`src/rtl/uart_pkg.sv`:
```
// Shared definitions for the parameterised UART receiver: parity mode
// constants, the receive FSM state type and the parity helper.
package uart_pkg;

    localparam int PAR_NONE = 0;
    localparam int PAR_EVEN = 1;
    localparam int PAR_ODD  = 2;

    typedef enum logic [2:0] {
        ST_IDLE,
        ST_START,
        ST_DATA,
        ST_PARITY,
        ST_STOP
    } rxState_t;

    // Parity bit the line should carry, given the XOR of the data word.
    function automatic logic parityExpected(input logic dataXor, input int mode);
        return (mode == PAR_ODD) ? ~dataXor : dataXor;
    endfunction

endpackage

```
`src/rtl/uart_bit_sampler.sv`:
```
// Two-flop synchroniser for the serial line plus a 3-sample majority vote
// taken around the middle of each bit period.
module uart_bit_sampler #(
    parameter int CLKS_PER_BIT = 40,
    parameter int CNT_W        = $clog2(CLKS_PER_BIT)
) (
    input  logic             i_clk,
    input  logic             i_rstN,
    input  logic             i_rx,
    input  logic [CNT_W-1:0] i_cnt,
    output logic             o_rxSync,
    output logic             o_strobe,
    output logic             o_bit
);

    localparam int HALF = CLKS_PER_BIT / 2;

    logic r_sync1;
    logic r_sync2;
    logic r_samp0;
    logic r_samp1;

    always_ff @(posedge i_clk) begin
        if (!i_rstN) begin
            r_sync1 <= 1'b1;
            r_sync2 <= 1'b1;
            r_samp0 <= 1'b1;
            r_samp1 <= 1'b1;
        end else begin
            r_sync1 <= i_rx;
            r_sync2 <= r_sync1;
            if (i_cnt == CNT_W'(HALF - 1)) begin
                r_samp0 <= r_sync2;
            end
            if (i_cnt == CNT_W'(HALF)) begin
                r_samp1 <= r_sync2;
            end
        end
    end

    // The third sample is the live synchronised value, so the vote is
    // resolved in the same cycle the strobe is raised.
    assign o_rxSync = r_sync2;
    assign o_strobe = (i_cnt == CNT_W'(HALF + 1));
    assign o_bit    = (r_samp0 & r_samp1) | (r_samp0 & r_sync2) | (r_samp1 & r_sync2);

endmodule

```
`src/rtl/uart_rx_param.sv`:
```
// Parameterised UART receiver with ready/valid output holding, error flags
// and a sticky overrun indicator.
module uart_rx_param #(
    parameter int CLKS_PER_BIT = 40,
    parameter int DATA_BITS    = 8,
    parameter int PARITY       = 0,
    parameter int STOP_BITS    = 1
) (
    input  logic                 clk,
    input  logic                 rst_n,
    input  logic                 rx,
    output logic [DATA_BITS-1:0] rx_data,
    output logic                 rx_valid,
    input  logic                 rx_ready,
    output logic                 parity_err,
    output logic                 frame_err,
    output logic                 overrun,
    output logic                 busy
);

    import uart_pkg::*;

    localparam int CNT_W = $clog2(CLKS_PER_BIT);
    localparam int IDX_W = $clog2(DATA_BITS);
    localparam logic [CNT_W-1:0] CNT_MAX = CNT_W'(CLKS_PER_BIT - 1);

    rxState_t r_state;
    rxState_t w_next;

    logic [CNT_W-1:0]     r_bitCnt;
    logic [IDX_W-1:0]     r_bitIdx;
    logic [DATA_BITS-1:0] r_shift;
    logic [DATA_BITS-1:0] r_data;
    logic                 r_valid;
    logic                 r_parErr;
    logic                 r_frameErr;
    logic                 r_overrun;
    logic                 r_parAcc;
    logic                 r_frameAcc;
    logic                 r_syncPrev;

    logic w_rxSync;
    logic w_strobe;
    logic w_bit;
    logic w_fall;
    logic w_bitEnd;
    logic w_lastData;
    logic w_lastStop;
    logic w_complete;

    uart_bit_sampler #(
        .CLKS_PER_BIT (CLKS_PER_BIT),
        .CNT_W        (CNT_W)
    ) u_sampler (
        .i_clk    (clk),
        .i_rstN   (rst_n),
        .i_rx     (rx),
        .i_cnt    (r_bitCnt),
        .o_rxSync (w_rxSync),
        .o_strobe (w_strobe),
        .o_bit    (w_bit)
    );

    assign w_fall     = r_syncPrev & ~w_rxSync;
    assign w_bitEnd   = (r_bitCnt == CNT_MAX);
    assign w_lastData = (r_bitIdx == IDX_W'(DATA_BITS - 1));
    assign w_lastStop = (r_bitIdx == IDX_W'(STOP_BITS - 1));
    assign w_complete = (r_state == ST_STOP) && w_strobe && w_lastStop;

    always_ff @(posedge clk) begin
        if (!rst_n) begin
            r_state <= ST_IDLE;
        end else begin
            r_state <= w_next;
        end
    end

    always_comb begin
        w_next = r_state;
        case (r_state)
            ST_IDLE: begin
                if (w_fall) begin
                    w_next = ST_START;
                end
            end
            ST_START: begin
                if (w_strobe && w_bit) begin
                    w_next = ST_IDLE;
                end else if (w_bitEnd) begin
                    w_next = ST_DATA;
                end
            end
            ST_DATA: begin
                if (w_bitEnd && w_lastData) begin
                    w_next = (PARITY == PAR_NONE) ? ST_STOP : ST_PARITY;
                end
            end
            ST_PARITY: begin
                if (w_bitEnd) begin
                    w_next = ST_STOP;
                end
            end
            ST_STOP: begin
                // Leave at the final stop sample so the next start bit can be caught.
                if (w_strobe && w_lastStop) begin
                    w_next = ST_IDLE;
                end
            end
            default: w_next = ST_IDLE;
        endcase
    end

    always_ff @(posedge clk) begin
        if (!rst_n) begin
            r_syncPrev <= 1'b1;
            r_bitCnt   <= '0;
            r_bitIdx   <= '0;
            r_shift    <= '0;
            r_parAcc   <= 1'b0;
            r_frameAcc <= 1'b0;
        end else begin
            r_syncPrev <= w_rxSync;
            if (r_state == ST_IDLE) begin
                r_bitCnt   <= '0;
                r_bitIdx   <= '0;
                r_parAcc   <= 1'b0;
                r_frameAcc <= 1'b0;
            end else begin
                r_bitCnt <= w_bitEnd ? '0 : r_bitCnt + 1'b1;
                case (r_state)
                    ST_DATA: begin
                        if (w_strobe) begin
                            r_shift <= {w_bit, r_shift[DATA_BITS-1:1]};
                        end
                        if (w_bitEnd) begin
                            r_bitIdx <= w_lastData ? '0 : r_bitIdx + 1'b1;
                        end
                    end
                    ST_PARITY: begin
                        if (w_strobe) begin
                            r_parAcc <= w_bit ^ parityExpected(^r_shift, PARITY);
                        end
                    end
                    ST_STOP: begin
                        if (w_strobe && !w_bit) begin
                            r_frameAcc <= 1'b1;
                        end
                        if (w_bitEnd) begin
                            r_bitIdx <= r_bitIdx + 1'b1;
                        end
                    end
                    default: ;
                endcase
            end
        end
    end

    // A finished frame lands only if the holding register is empty or being
    // emptied this cycle; otherwise it is dropped and overrun latches.
    always_ff @(posedge clk) begin
        if (!rst_n) begin
            r_data     <= '0;
            r_valid    <= 1'b0;
            r_parErr   <= 1'b0;
            r_frameErr <= 1'b0;
            r_overrun  <= 1'b0;
        end else if (w_complete) begin
            if (!r_valid || rx_ready) begin
                r_data     <= r_shift;
                r_parErr   <= r_parAcc;
                r_frameErr <= r_frameAcc | ~w_bit;
                r_valid    <= 1'b1;
            end else begin
                r_overrun  <= 1'b1;
            end
        end else if (r_valid && rx_ready) begin
            r_valid <= 1'b0;
        end
    end

    assign rx_data    = r_data;
    assign rx_valid   = r_valid;
    assign parity_err = r_parErr;
    assign frame_err  = r_frameErr;
    assign overrun    = r_overrun;
    assign busy       = (r_state != ST_IDLE);

endmodule

```
`config.mk`:
```
export PLATFORM = sky130hd
export DESIGN_NAME = uart_rx_param
export DESIGN_NICKNAME = d
export VERILOG_FILES = /design/src/rtl/uart_pkg.sv /design/src/rtl/uart_bit_sampler.sv /design/src/rtl/uart_rx_param.sv
export SDC_FILE = /design/constraint.sdc
export NUM_CORES = 1
export LEC_CHECK = 0
export CORE_ASPECT_RATIO = 1.2
export CORE_MARGIN = 8
export CORE_UTILIZATION = 60
export CTS_CLUSTER_DIAMETER = 100
export DETAILED_ROUTE_END_ITERATION = 16
export GPL_ROUTABILITY_DRIVEN = 0
export GPL_TIMING_DRIVEN = 1
export PLACE_DENSITY = 0.86
export SYNTH_ARGS = -nofsm -noshare
export SYNTH_HDL_FRONTEND = slang
export SYNTH_SLANG_ARGS = --single-unit
```
`constraint.sdc`:
```
create_clock -name clk -period 5 [get_ports clk]
set_input_delay 1 -clock clk [delete_from_list [all_inputs] [get_ports clk]]
set_output_delay 1 -clock clk [all_outputs]
set_load 0.01 [all_outputs]
```
After elaboration in Yosys (flattened, before gate mapping)

Index checks and enable logic that the tools add are counted.

Input port bits: 4
Bits in registers: 39
Output and inout bits: 13
Word-level logic and storage cells: 88

Equal/unequal tests: 17
Multiplexer cells: 14
$add $sub $neg: 2
Bitwise logic cells: 13
Reductions and logical operators: 26

Operators with widths:

| kind                                                   | count |
|---|---|
| 2-to-1 mux 3 bit                                       | 9 |
| equality test 6 x 5 -> 1 bit (second input constant)   | 3 |
| case mux 3 bit (5 select lines)                        | 1 |
| inequality test 2 bit (second input constant)          | 5 |
| AND reduction 2 bit                                    | 5 |
| parity 8 bit                                           | 1 |
| logical AND 1 bit                                      | 7 |
| adder 6 x 1 -> 6 bit (second input constant)           | 1 |
| equality test 3 x 2 -> 1 bit (second input constant)   | 2 |
| equality test 3 bit (second input constant)            | 2 |
| equality test 6 bit (second input constant)            | 1 |
| logical NOT 3 bit                                      | 2 |
| case mux 3 bit (2 select lines)                        | 1 |
| AND reduction 3 bit                                    | 2 |
| NOT 1 bit                                              | 5 |
| AND reduction 5 bit                                    | 1 |
| bitwise AND 1 bit                                      | 4 |
| inequality test 2 x 1 -> 1 bit (second input constant) | 2 |
| nonzero test 2 bit                                     | 2 |
| adder 3 x 1 -> 3 bit (second input constant)           | 1 |
| equality test 3 x 1 -> 1 bit (second input constant)   | 1 |
| 2-to-1 mux 1 bit                                       | 3 |
| inequality test 3 bit (second input constant)          | 1 |
| bitwise OR 1 bit                                       | 3 |
| 6 further kinds                                        | 7 |

Depth between registers and ports, before layout

Gate-level depths: netlist (run 1).

Depth after elaboration: 6
Depth in mapped cells: 8
Gate-level depth less buffers: 7

By module

Synthesis (run 1) repeated with hierarchy kept, for this count alone.

Cell total of the unflattened synthesis: 183
Area, all modules: 1679.1 um2

By module, submodules not included:

| module           | instances | sequential area each (um2) | area an instance (um2) | cells an instance |
|---|---|---|---|---|
| uart_rx_param    | 1         | 700.7                      | 1497.7                 | 164 |
| uart_bit_sampler | 1         | 80.1                       | 181.4                  | 19 |

Least setup slack after synthesis (run 1)

No wires, ideal clock.

Path kind: register -> output
Start: register r_state[1]
End: output port busy
Buffers on the path: 1
Required time: 4.000 ns
Setup slack: 3.140 ns
Cell stages (with the launch flop): 3
Arrival: 0.860 ns
Path through: dfxtp_1 > buf_2 > or3_1

Word-level cells in the longest chain between the ends: 1

Ends and longest elaborated chain:

| item                     | RTL line             | RTL |
|---|---|---|
| start: declaration       | uart_rx_param.sv:27  | `rxState_t r_state;` |
| start signal: assignment | uart_rx_param.sv:74  | `r_state <= w_next;` |
| nonzero test 3 bit       | uart_rx_param.sv:186 | `assign busy = (r_state != ST_IDLE);` |
| end: declaration         | uart_rx_param.sv:18  | `output logic busy` |

No other way between the ends.

Worst setup path after layout (run 1)

Same ends and word-level chain as after synthesis.

==> impl_summary.md, run 1 <==
Outcome
The flow ran to the end, and the final reports show no timing, DRC or antenna violations.

Floorplan
The number of standard-cell rows in the floorplan is 21. The die is 75.4 um tall. The width of the die is 65.5 um.

The die area is 4940 um2. The area inside the core boundary is 2790 um2. The number of placed I/O pins is 17. Once the floorplan was initialized, standard cells occupied 63.3% of the core.

GRT
The initial antenna violation count is 0. The number of global-route vias before repair is 1196. In the global route stage, overall resource usage came out at 13.4%. For this run the aggregate overflow at the end of global routing stands at 0. The wire length of the first global-routing pass is 5.13 mm. Entering global routing, the biggest net connects 32 pins.

Clocking
The clock passes through at most 2 buffers. Clock-pin slew was measured on the worst setup and hold paths at 0.12 ns. The later pin in the worst-skew pair is clocked with a latency of 0.35 ns.

The tree built by TritonCTS fans out to 39 sinks. The CTS buffer count is 5. Buffers added to address setup during post-CTS repair amount to 0.

Once the clock tree was built, the resizer swapped 0 gates to a different size. The clock tree root driver cell is sky130_fd_sc_hd__clkbuf_4. CTS built an H-tree with a depth of 2.

The CTS tree is done. The count of hold-fix buffers inserted at cts is 0.

Routing
The violation count after the first detailed-routing iteration is 39. The via density per instance is 5.40. The DRC violation count after routing is 0. The total number of vias is 1232. Before antenna repair, the detailed router went through 4 iterations. For this block, the routed nets add up to 3.06 mm of wire.

The average wire per standard cell is 13.4 um. The number of routed nets with antenna violations is 0.

Yosys
The count of flip-flops with a built-in enable after synthesis is 0. Synthesis produced a netlist with a net count of 188. The dominant cell type by area after synthesis is sky130_fd_sc_hd__dfxtp_1. The synthesized design devotes to its leading area cell type 44.3% of total area.

The cell count after synthesis came out at 178. The proportion of register bits with asynchronous set or reset after synthesis is 0%. Counting instances in the post-synthesis netlist gives the leading cell types as sky130_fd_sc_hd__dfxtp_1, sky130_fd_sc_hd__mux2i_1, sky130_fd_sc_hd__nor2b_1. The average footprint of a synthesized cell is 9.90 um2. Sequential elements use 44.3% of the synthesized area. The netlist area before placement is 1760 um2. The library cell with the highest instance count after synthesis is sky130_fd_sc_hd__dfxtp_1. Yosys attributes the largest share of cell area to sky130_fd_sc_hd__dfxtp_1, sky130_fd_sc_hd__mux2i_1, sky130_fd_sc_hd__nor2b_1, sky130_fd_sc_hd__xnor2_1, sky130_fd_sc_hd__ha_1. In this run, distinct cell masters in the synthesized netlist total 41. The Yosys step of the flow raised 0 warnings. Among all flip-flop cells after synthesis, the most frequent one is sky130_fd_sc_hd__dfxtp_1. The register bit total from synthesis is 39.

STA
The largest clock skew in the final design is 0.0157 ns. Setup repair after global routing left no endpoint under its margin. The final total negative setup slack is 0 ns. For the pin with the worst max-slew slack, the measured transition is 1.16 ns. The remaining max-slew budget at the tightest pin is 22.2%. The setup violation total in the final timing report is 0. Subtracting the final worst setup slack from the clock period gives 2.70 ns. The share of the clock period used by the worst path after layout is 53.9%. The number of max-slew violations in the final report is 0. Derived from the worst setup path, the maximum achievable clock frequency is 0.371 GHz. The count of endpoints failing hold in the final timing report is 0.

Placement
Counting tap cells, the placed design contains a total of 220 instances. The count of buffers from port buffering is 16. The total half-perimeter wirelength after legalization and detailed placement is 2.23 mm.

Worst setup path
The critical path goes through or3_1 > clkdlybuf4s50_1. The worst path required time is 4.00 ns. The startpoint identified for the worst register-to-register timing path is r_state[2]. The worst setup path is launched from a flip-flop. The class of the most critical setup path is flip-flop to output pin. The worst setup path is captured at an output pin.

The worst-path maximum fanout is 11. STA puts the critical path data arrival time at 1.70 ns. The slowest cell on the critical path is sky130_fd_sc_hd__clkdlybuf4s50_1.

The critical path starts at r_state[1]. The largest single stage delay on the critical path is 0.50 ns.

Final layout
The post-layout instance count excluding filler cells is 228. Compared with the post-synthesis result, the final layout area differs by 15.1%. After the last flow step, the layout net total stands at 203. The share of layout cells above drive strength 1 is 6.19%. The number of antenna diodes in the final layout is 0.

Run
The number of maximum-capacitance violations is 0.

Pwr
The power density of the placed cells is 290 nW/um2. In this run the static leakage power is 0.786 nW. Across the VDD grid, the largest voltage drop is 0.302 mV.

Worst hold path
The startpoint of the worst hold path is u_sampler.r_sync1. In this run the worst hold path is classified as flip-flop to flip-flop.
layout by cell type, fill, tap and decap left out, types with 2 or more instances in the layout:
master | synthesis | final
sky130_fd_sc_hd__clkdlybuf4s50_1 | 0 | 16
sky130_fd_sc_hd__bufinv_16 | 0 | 2
sky130_fd_sc_hd__nor2b_1 | 19 | 19
sky130_fd_sc_hd__nor2_1 | 13 | 13
sky130_fd_sc_hd__o21ai_0 | 2 | 2
sky130_fd_sc_hd__xnor2_1 | 9 | 9
sky130_fd_sc_hd__a211o_1 | 2 | 2
sky130_fd_sc_hd__ha_1 | 6 | 6
sky130_fd_sc_hd__o21a_1 | 3 | 3
sky130_fd_sc_hd__xor2_1 | 2 | 2
sky130_fd_sc_hd__dfxtp_1 | 39 | 39
sky130_fd_sc_hd__o211ai_1 | 2 | 2
sky130_fd_sc_hd__inv_1 | 9 | 9
sky130_fd_sc_hd__clkbuf_4 | 0 | 5
sky130_fd_sc_hd__mux2i_1 | 19 | 19
sky130_fd_sc_hd__a31oi_1 | 2 | 2
sky130_fd_sc_hd__nand3_1 | 5 | 5
sky130_fd_sc_hd__nand2_2 | 2 | 2
sky130_fd_sc_hd__nand2_1 | 8 | 8
sky130_fd_sc_hd__a21oi_1 | 3 | 3
sky130_fd_sc_hd__nand2b_1 | 4 | 4
sky130_fd_sc_hd__or3_1 | 2 | 2
where the power goes:
part	internal, W	leakage [nW]	switching [W]
Clock	0.000156	0.0525	0.000100
Sequential	0.000313	0.315	0.00000237
Combinational	0.00000858	0.418	0.00000809
sequential cells by signal (all words and copies together) (netlist names):
signal and count:
r_state 3, parity_err 1, r_syncPrev 1, rx_valid 1, r_frameAcc 1, rx_data 8, overrun 1, u_sampler.r_samp0 1
r_parAcc 1, u_sampler.r_samp1 1, u_sampler.o_rxSync 1, r_bitCnt 6, frame_err 1, u_sampler.r_sync1 1, r_shift 8, r_bitIdx 3
per-layer routing:
layer,routed length [um],track usage (%),vias to the layer above
met3,185,5.00,5
met1,1310,14.0,572
met5,0,0,-
met2,1520,23.8,24
met4,44,5.58,0
li1,-,-,631
worst paths after layout:
| kind | to | slack [ns] | depth (start not counted) |
|---|---|---|---|
| setup / recovery | busy | 2.30 | 2 |
| hold / removal | u_sampler.o_rxSync | 0.42 | 1 |
| setup reg to reg | parity_err | 2.59 | 5 |
| hold reg to reg | u_sampler.o_rxSync | 0.42 | 1 |
cells by family (layout without fill, tap and decap cells):
logic type | after synthesis | after routing | share of synthesized area [%]
compound gates | 20 | 20 | 7.95
xor+xnor | 12 | 12 | 6.74
fa+ha+maj | 7 | 7 | 4.83
buf+inv | 17 | 33 | 4.04
flops | 39 | 39 | 44.3
mux | 19 | 19 | 10.8
simple gates | 64 | 64 | 21.4
critical path, delay by kind of cell (launching register included):
kind	cells	cell delay, ns
flip-flops	1	0.44
buffers and inverters	1	0.50
AND/OR/NAND/NOR	1	0.43
through the flow:
step | hold slack [ns] | instance area, um2 | power [W] | setup WS, ns | utilization, %
after floorplan | 0.386 | 1760 | 0.000333 | 3.14 | -
after global placement | 0.396 | 1930 | 0.000338 | 2.13 | 69.2
after detailed placement | 0.395 | 1930 | 0.000339 | 2.04 | 69.2
after CTS | 0.424 | 2030 | 0.000596 | 2.28 | 72.9
after global routing | 0.455 | 2030 | 0.000611 | 2.23 | 72.9
final | 0.423 | 2030 | 0.000588 | 2.30 | 72.9
cell type report:
class	count	area, um2
Timing Repair Buffer	16	160
Multi-Input combinational cell	122	911
Sequential cell	39	781
Clock inverter	2	60.1
Tap cell	34	42.5
Inverter	9	33.8
Clock buffer	6	41.3
Fill cell	216	756
Power figures use the tool's default switching activity.
==> run 2: changes to the inputs <==
CORE_UTILIZATION = 50   (was 60)
PLACE_DENSITY = 0.77   (was 0.86)
clock period = 2.25 ns   (was 5 ns; I/O delays follow)
==> impl_summary.md, run 2 (same netlist as run 1, synthesis figures left out) <==
STA
Setup repair after global routing left no endpoint under its margin. The final total negative setup slack came to 0 ns (unchanged). The remaining max-slew budget at the tightest pin is 75.7% (+54 points). The count of endpoints failing hold in the final timing report is 0 (unchanged). The minimum hold slack is 0.417 ns (-0.00562 ns). The final setup slack of the worst path came to 0.150 ns (-2.15 ns). Based on the critical path, the design can be clocked at up to 0.476 GHz.

The share of the clock period used by the worst path after layout is 93.3%. The actual slew at the worst max-slew pin was 0.364 ns (-0.801 ns). The setup violation total in the final timing report is 0 (unchanged). The smallest clock period supported by the final layout is computed as 2.10 ns. The number of max-slew violations in the final report is 0 (unchanged). The largest clock skew in the final design is 0.00298 ns (-0.0128 ns).

GRT
The initial antenna violation count came to 0 (unchanged). The number of global-route vias before repair is 1280 (+7.0%). The maximum number of pins on one net before global-route repair came to 27 (-16%). The global routing usage summed across all routing layers is 12.3% (-1.1 points). The wire length of the first global-routing pass was 5.71 mm (+11%). The leftover overflow at the end of global routing was 0 (unchanged).

Routing
The violation count after the first detailed-routing iteration was 70 (+79%). The number of routed nets with antenna violations is 0 (unchanged). The total number of vias is 1260 (+2.3%).

The average wire per standard cell was 14.1 um (+4.8%). The via density per instance was 5.41 (about the same). The DRC violation count after routing came to 0 (unchanged).

The sum of routed wire length over all layers was 3.28 mm (+7.1%). The count of TritonRoute iterations in the first routing pass is 4 (unchanged).

Clocking
The number of levels in the clock H-tree is 2 (unchanged). The CTS buffer count was 5 (unchanged). TritonCTS built the clock tree. The maximum clock path buffer count is 2 (unchanged). The number of gates resized after cts is 0 (unchanged). The clock transition at the registers of the reported paths is 0.07 ns (-0.05 ns).

The count of hold-fix buffers inserted at cts was 0 (unchanged). The clock tree root driver cell is sky130_fd_sc_hd__clkbuf_8. The setup fix buffers added after clock tree synthesis came to 0 (unchanged).

The count of clock tree sinks was 39 (unchanged). The clock latency on the worst-skew pair came to 0.29 ns (-0.06 ns).

Floorplan
The die area came to 5690 um2 (+15%). The area inside the core boundary is 3370 um2 (+21%). The starting utilization of the core area is 52.4% (-11 points). The number of placed I/O pins is 17 (unchanged).

The height of the chip came to 81.0 um (+7.5%). The width of the die is 70.2 um (+7.2%). The number of standard-cell rows in the floorplan is 23 (+9.5%).

Worst setup path
The signal on the critical path passes through or3_1 > clkdlybuf4s50_1. The class of the most critical setup path is flip-flop to output pin. The total buffers and inverters traversed by the critical path was 1 (unchanged).

The worst setup path is captured at an output pin. The worst reg2reg path startpoint is r_state[2]. The critical path startpoint category is a flip-flop. The arrival time of the worst setup path is 1.65 ns (-0.05 ns). The worst path required time is 1.80 ns (-2.20 ns). The first element of the critical path is r_state[1]. The worst-path maximum fanout was 11 (unchanged).

The delay contributed by the slowest stage of the critical path is 0.50 ns (about the same). The slowest cell on the critical path is sky130_fd_sc_hd__clkdlybuf4s50_1. The top cell family by delay on the critical path is buffers and inverters.

Outcome
The flow ran to the end, and the final reports show no timing, DRC or antenna violations.

Placement
The worst slack after detailed placement was 0.462 ns (-1.58 ns). The count of buffers from port buffering is 16 (unchanged). The total half-perimeter wirelength after legalization and detailed placement is 2.41 mm (+8.1%).

Final layout
The count of filler cells inserted in the layout came to 279 (+29%). Leaving out fill and tap cells, the most frequent cell in the layout is sky130_fd_sc_hd__dfxtp_1. In the layout the commonest cells are sky130_fd_sc_hd__dfxtp_1, sky130_fd_sc_hd__nor2b_1, sky130_fd_sc_hd__mux2i_1. The share of layout cells above drive strength 1 came to 7.65% (+1.5 points). The net count reported at finish is 205 (+0.99%). The number of diodes is 0 (unchanged). The relative area change from synthesis to final layout is 17.1%.

Worst hold path
The startpoint identified for the worst hold timing path is u_sampler.r_sync1. The classification of the worst-slack hold path is flip-flop to flip-flop.

Pwr
The worst IR drop on VDD is 0.550 mV (+82%). The static power due to leakage is 0.805 nW (+2.4%). The power density of the placed cells was 646 nW/um2 (+120%).

Run
The number of maximum-capacitance violations is 0 (unchanged).
[run 2: cell types whose count changed in the layout (fill, tap and decap cells not counted), sizes merged]
| cell | delta |
|---|---|
| buf | +2 |
| bufinv | -1 |
| clkinv | +1 |
[run 2: path summary, 6_finish.rpt]
path	endpoint	slack, ns	cells after the start
max	busy	0.15	2
min	u_sampler.o_rxSync	0.42	1
max reg2reg	rx_data[4]	0.42	6
min reg2reg	u_sampler.o_rxSync	0.42	1
[run 2: power by group]
part	internal, W	switching, W
Combinational	0.0000199	0.0000205
Clock	0.000359	0.000235
Sequential	0.000694	0.00000557
[run 2: routing by layer]
metal  track usage [%]  up-vias  routed length, um
li1                  -      633                  -
met4              4.23        0                 38
met1              13.2      587               1390
met2              21.7       35               1650
met3              4.99        5                193
met5                 0        -                  0
[run 2: through the flow]
stage / std cells / total power [W] / area [um2] / util (%)
2_1_floorplan: 178 / 0.000740 / 1760 / -
3_3_place_gp: 225 / 0.000753 / 1950 / 57.8
3_5_place_dp: 225 / 0.000755 / 1950 / 57.8
4_1_cts: 233 / 0.00135 / 2060 / 61.3
5_1_grt: 233 / 0.00138 / 2060 / 61.3
6_report: 233 / 0.00133 / 2060 / 61.3
[run 2: area by class of cell]
| type | instances | area [um2] | area share, % |
|---|---|---|---|
| clock buffers | 6 | 82.6 | 4.00 |
| clock inverters | 2 | 35.0 | 1.70 |
| inverters | 9 | 33.8 | 1.64 |
| multi-input cells | 122 | 911 | 44.1 |
| flip-flops and latches | 39 | 781 | 37.8 |
| well taps | 37 | 46.3 | 2.24 |
| repair buffers | 18 | 175 | 8.48 |
==> run 3: changes to the inputs <==
CORE_MARGIN = 3   (was 8)
CORE_UTILIZATION = 60   (was 50)
PLACE_DENSITY = 0.86   (was 0.77)
clock period = 2.7 ns   (was 2.25 ns; I/O delays follow)
==> impl_summary.md, run 3 (same netlist as run 1, synthesis figures left out) <==
STA
The number of max-slew violations in the final report is 0 (unchanged). The setup violation total in the final timing report is 0 (unchanged). The post-layout minimum cycle time is 2.22 ns.

The maximum clock rate is 0.450 GHz. Of the available clock period, the critical path in the final layout requires 82.3%. The count of endpoints failing hold in the final timing report is 0 (unchanged). The remaining max-slew budget at the tightest pin is 77.6% (+1.9 points). The largest clock skew in the final design was 0.0190 ns (+0.0160 ns). The final total negative setup slack came to 0 ns (unchanged). Setup repair after global routing left no endpoint under its margin. The actual slew at the worst max-slew pin came to 0.336 ns (-0.0279 ns). The minimum hold slack is 0.421 ns (+0.00400 ns).

Routing
The violation count after the first detailed-routing iteration is 30 (-57%). The number of routed nets with antenna violations is 0 (unchanged). The DRC violation count after routing is 0 (unchanged). The count of TritonRoute iterations in the first routing pass is 4 (unchanged). The via density per instance was 5.47 (+1.2%). The sum of routed wire length over all layers is 3.23 mm (-1.5%).

The average wire per standard cell is 14.1 um (+0.19%). The total number of vias is 1253 (-0.56%).

Worst setup path
The arrival time of the worst setup path was 1.68 ns (+0.03 ns). The category of the worst setup path capture point is an output pin. The slowest cell on the critical path is sky130_fd_sc_hd__clkdlybuf4s50_1. The startpoint identified for the worst register-to-register timing path is r_bitCnt[0]. The critical path startpoint category is a flip-flop. The critical path goes through or3_1 > clkdlybuf4s50_1. The top cell family by delay on the critical path is buffers and inverters. The worst path required time is 2.16 ns (+0.36 ns). The critical path is of the flip-flop to output pin type. The logic depth of the worst register-to-register path is 5 (-1). The total buffers and inverters traversed by the critical path came to 1 (unchanged).

In this run the critical register-to-register path is captured at r_bitIdx[1]. The worst-path maximum fanout is 11 (unchanged). The minimum setup slack among reg-to-reg paths is 0.89 ns (+0.47 ns). The delay contributed by the slowest stage of the critical path came to 0.50 ns (about the same).

Pwr
The fraction of power spent switching nets is 21.5% (+1.9 points). The part of the total power dissipated in combinational logic is 3.2% (+0.2 points). The clock network fraction of total power is 38.8% (-5.7 points).

The static power due to leakage is 0.789 nW (-2.0%). The total power consumption of the routed design is 0.00101 W (-25%). The power density of the placed cells is 497 nW/um2 (-23%).

The worst IR drop on VDD is 0.500 mV (-9.1%). The internal power consumption is 0.000790 W (-26%). The share of total power in sequential cells was 58.0% (+5.5 points).

The net switching power is 0.000216 W (-17%).

Clocking
The CTS tree is done. The clock tree root driver cell is sky130_fd_sc_hd__clkbuf_4. The clock latency on the worst-skew pair is 0.35 ns (+0.06 ns). The number of gates resized after cts is 0 (unchanged). The CTS buffer count is 5 (unchanged). The setup fix buffers added after clock tree synthesis was 0 (unchanged). The clock transition at the registers of the reported paths was 0.13 ns (+0.06 ns).

The count of hold-fix buffers inserted at cts was 0 (unchanged). The maximum clock path buffer count is 2 (unchanged). The count of clock tree sinks is 39 (unchanged).

The number of levels in the clock H-tree came to 2 (unchanged).

Final layout
The final core area utilization is 75.6% (+14 points). The count of filler cells inserted in the layout is 182 (-35%). The net count reported at finish is 205 (unchanged). Leaving out fill and tap cells, the most frequent cell in the layout is sky130_fd_sc_hd__dfxtp_1.

The share of layout cells above drive strength 1 is 7.65% (unchanged). The number of diodes is 0 (unchanged). The sequential cell area in the final layout came to 781 um2 (unchanged). The multi-input logic area is 911 um2 (unchanged).

In the layout the commonest cells are sky130_fd_sc_hd__dfxtp_1, sky130_fd_sc_hd__nor2b_1, sky130_fd_sc_hd__mux2i_1. The relative area change from synthesis to final layout is 14.8%.

Worst hold path
The cell depth of the worst min-delay path was 1 (unchanged). In this run the worst hold path is classified as flip-flop to flip-flop. The worst hold path terminates at u_sampler.o_rxSync.

The startpoint of the worst hold path is u_sampler.r_sync1.

Floorplan
The number of placed I/O pins came to 17 (unchanged). The starting utilization of the core area came to 65.8% (+13 points). The number of standard-cell rows in the floorplan is 20 (-13%). The die area came to 3630 um2 (-36%). The width of the die is 55.5 um (-21%).

The height of the chip is 65.4 um (-19%). The area inside the core boundary is 2680 um2 (-20%).

GRT
The number of global-route vias before repair was 1281 (+0.078%). The wire length of the first global-routing pass was 5.78 mm (+1.1%). The initial antenna violation count is 0 (unchanged). The maximum number of pins on one net before global-route repair is 28 (+3.7%). The global routing usage summed across all routing layers is 20.2% (+7.9 points). The leftover overflow at the end of global routing came to 0 (unchanged).

Outcome
The run finished with clean final reports.

Run
The number of maximum-capacitance violations is 0 (unchanged).

Placement
The count of buffers from port buffering is 16 (unchanged). The total half-perimeter wirelength after legalization and detailed placement is 2.36 mm (-2.0%).
run 3: cell types whose count changed in the layout (fill, tap and decap cells not counted), sizes merged:
| cell | before | now |
|---|---|---|
| clkinv | 1 | 2 |
| clkbuf | 6 | 5 |
run 3: worst register-to-register path, cell delays in order, from the launching register on:
cell and delay [ns]:
sky130_fd_sc_hd__dfxtp_1 0.42, sky130_fd_sc_hd__ha_1 0.30, sky130_fd_sc_hd__nand2_2 0.11, sky130_fd_sc_hd__or3_1 0.45, sky130_fd_sc_hd__a211o_1 0.32, sky130_fd_sc_hd__a21oi_2 0.13
run 3: final cells by class:
| type | instances | area share [%] |
|---|---|---|
| repair buffers | 18 | 8.66 |
| multi-input cells | 122 | 45.0 |
| flip-flops and latches | 39 | 38.6 |
| well taps | 33 | 2.04 |
| clock inverters | 3 | 2.16 |
| clock buffers | 5 | 1.86 |
| inverters | 9 | 1.67 |
run 3: worst max path at each step:
stage / end / start / cells after the start / slack [ns]
6_report: busy / r_state[1] / 2 / 0.48
5_1_grt: busy / r_state[1] / 2 / 0.40
4_1_cts: busy / r_state[1] / 2 / 0.46
3_5_place_dp: rx_data[4] / rx_ready / 6 / 0.77
3_3_place_gp: parity_err / rx_ready / 6 / 0.87
2_1_floorplan: r_bitIdx[1] / r_bitCnt[0] / 6 / 1.10
run 3: metal layers:
metal / GRT usage (%) / part of all wire, % / vias to the layer above
li1: - / - / 640
met1: 23.4 / 44 / 587
met2: 35.7 / 51 / 21
met3: 6.09 / 3.4 / 5
met4: 6.38 / 1.3 / 0
met5: 0 / 0 / -
run 3: per-stage QoR:
step / setup slack, ns / cell area (um2) / instances
2_1_floorplan: 1.10 / 1760 / 178
3_3_place_gp: 0.866 / 1940 / 221
3_5_place_dp: 0.769 / 1940 / 221
4_1_cts: 0.464 / 2020 / 229
5_1_grt: 0.400 / 2020 / 229
6_report: 0.479 / 2020 / 229
run 3: power groups by stage:
stage / Combinational, W / Sequential (W) / Clock, W
floorplan: 0.0000233 / 0.000593 / 0
global placement: 0.0000316 / 0.000596 / 0
detailed placement: 0.0000327 / 0.000596 / 0
CTS: 0.0000329 / 0.000584 / 0.000400
global route: 0.0000365 / 0.000585 / 0.000425
finish: 0.0000326 / 0.000583 / 0.000390
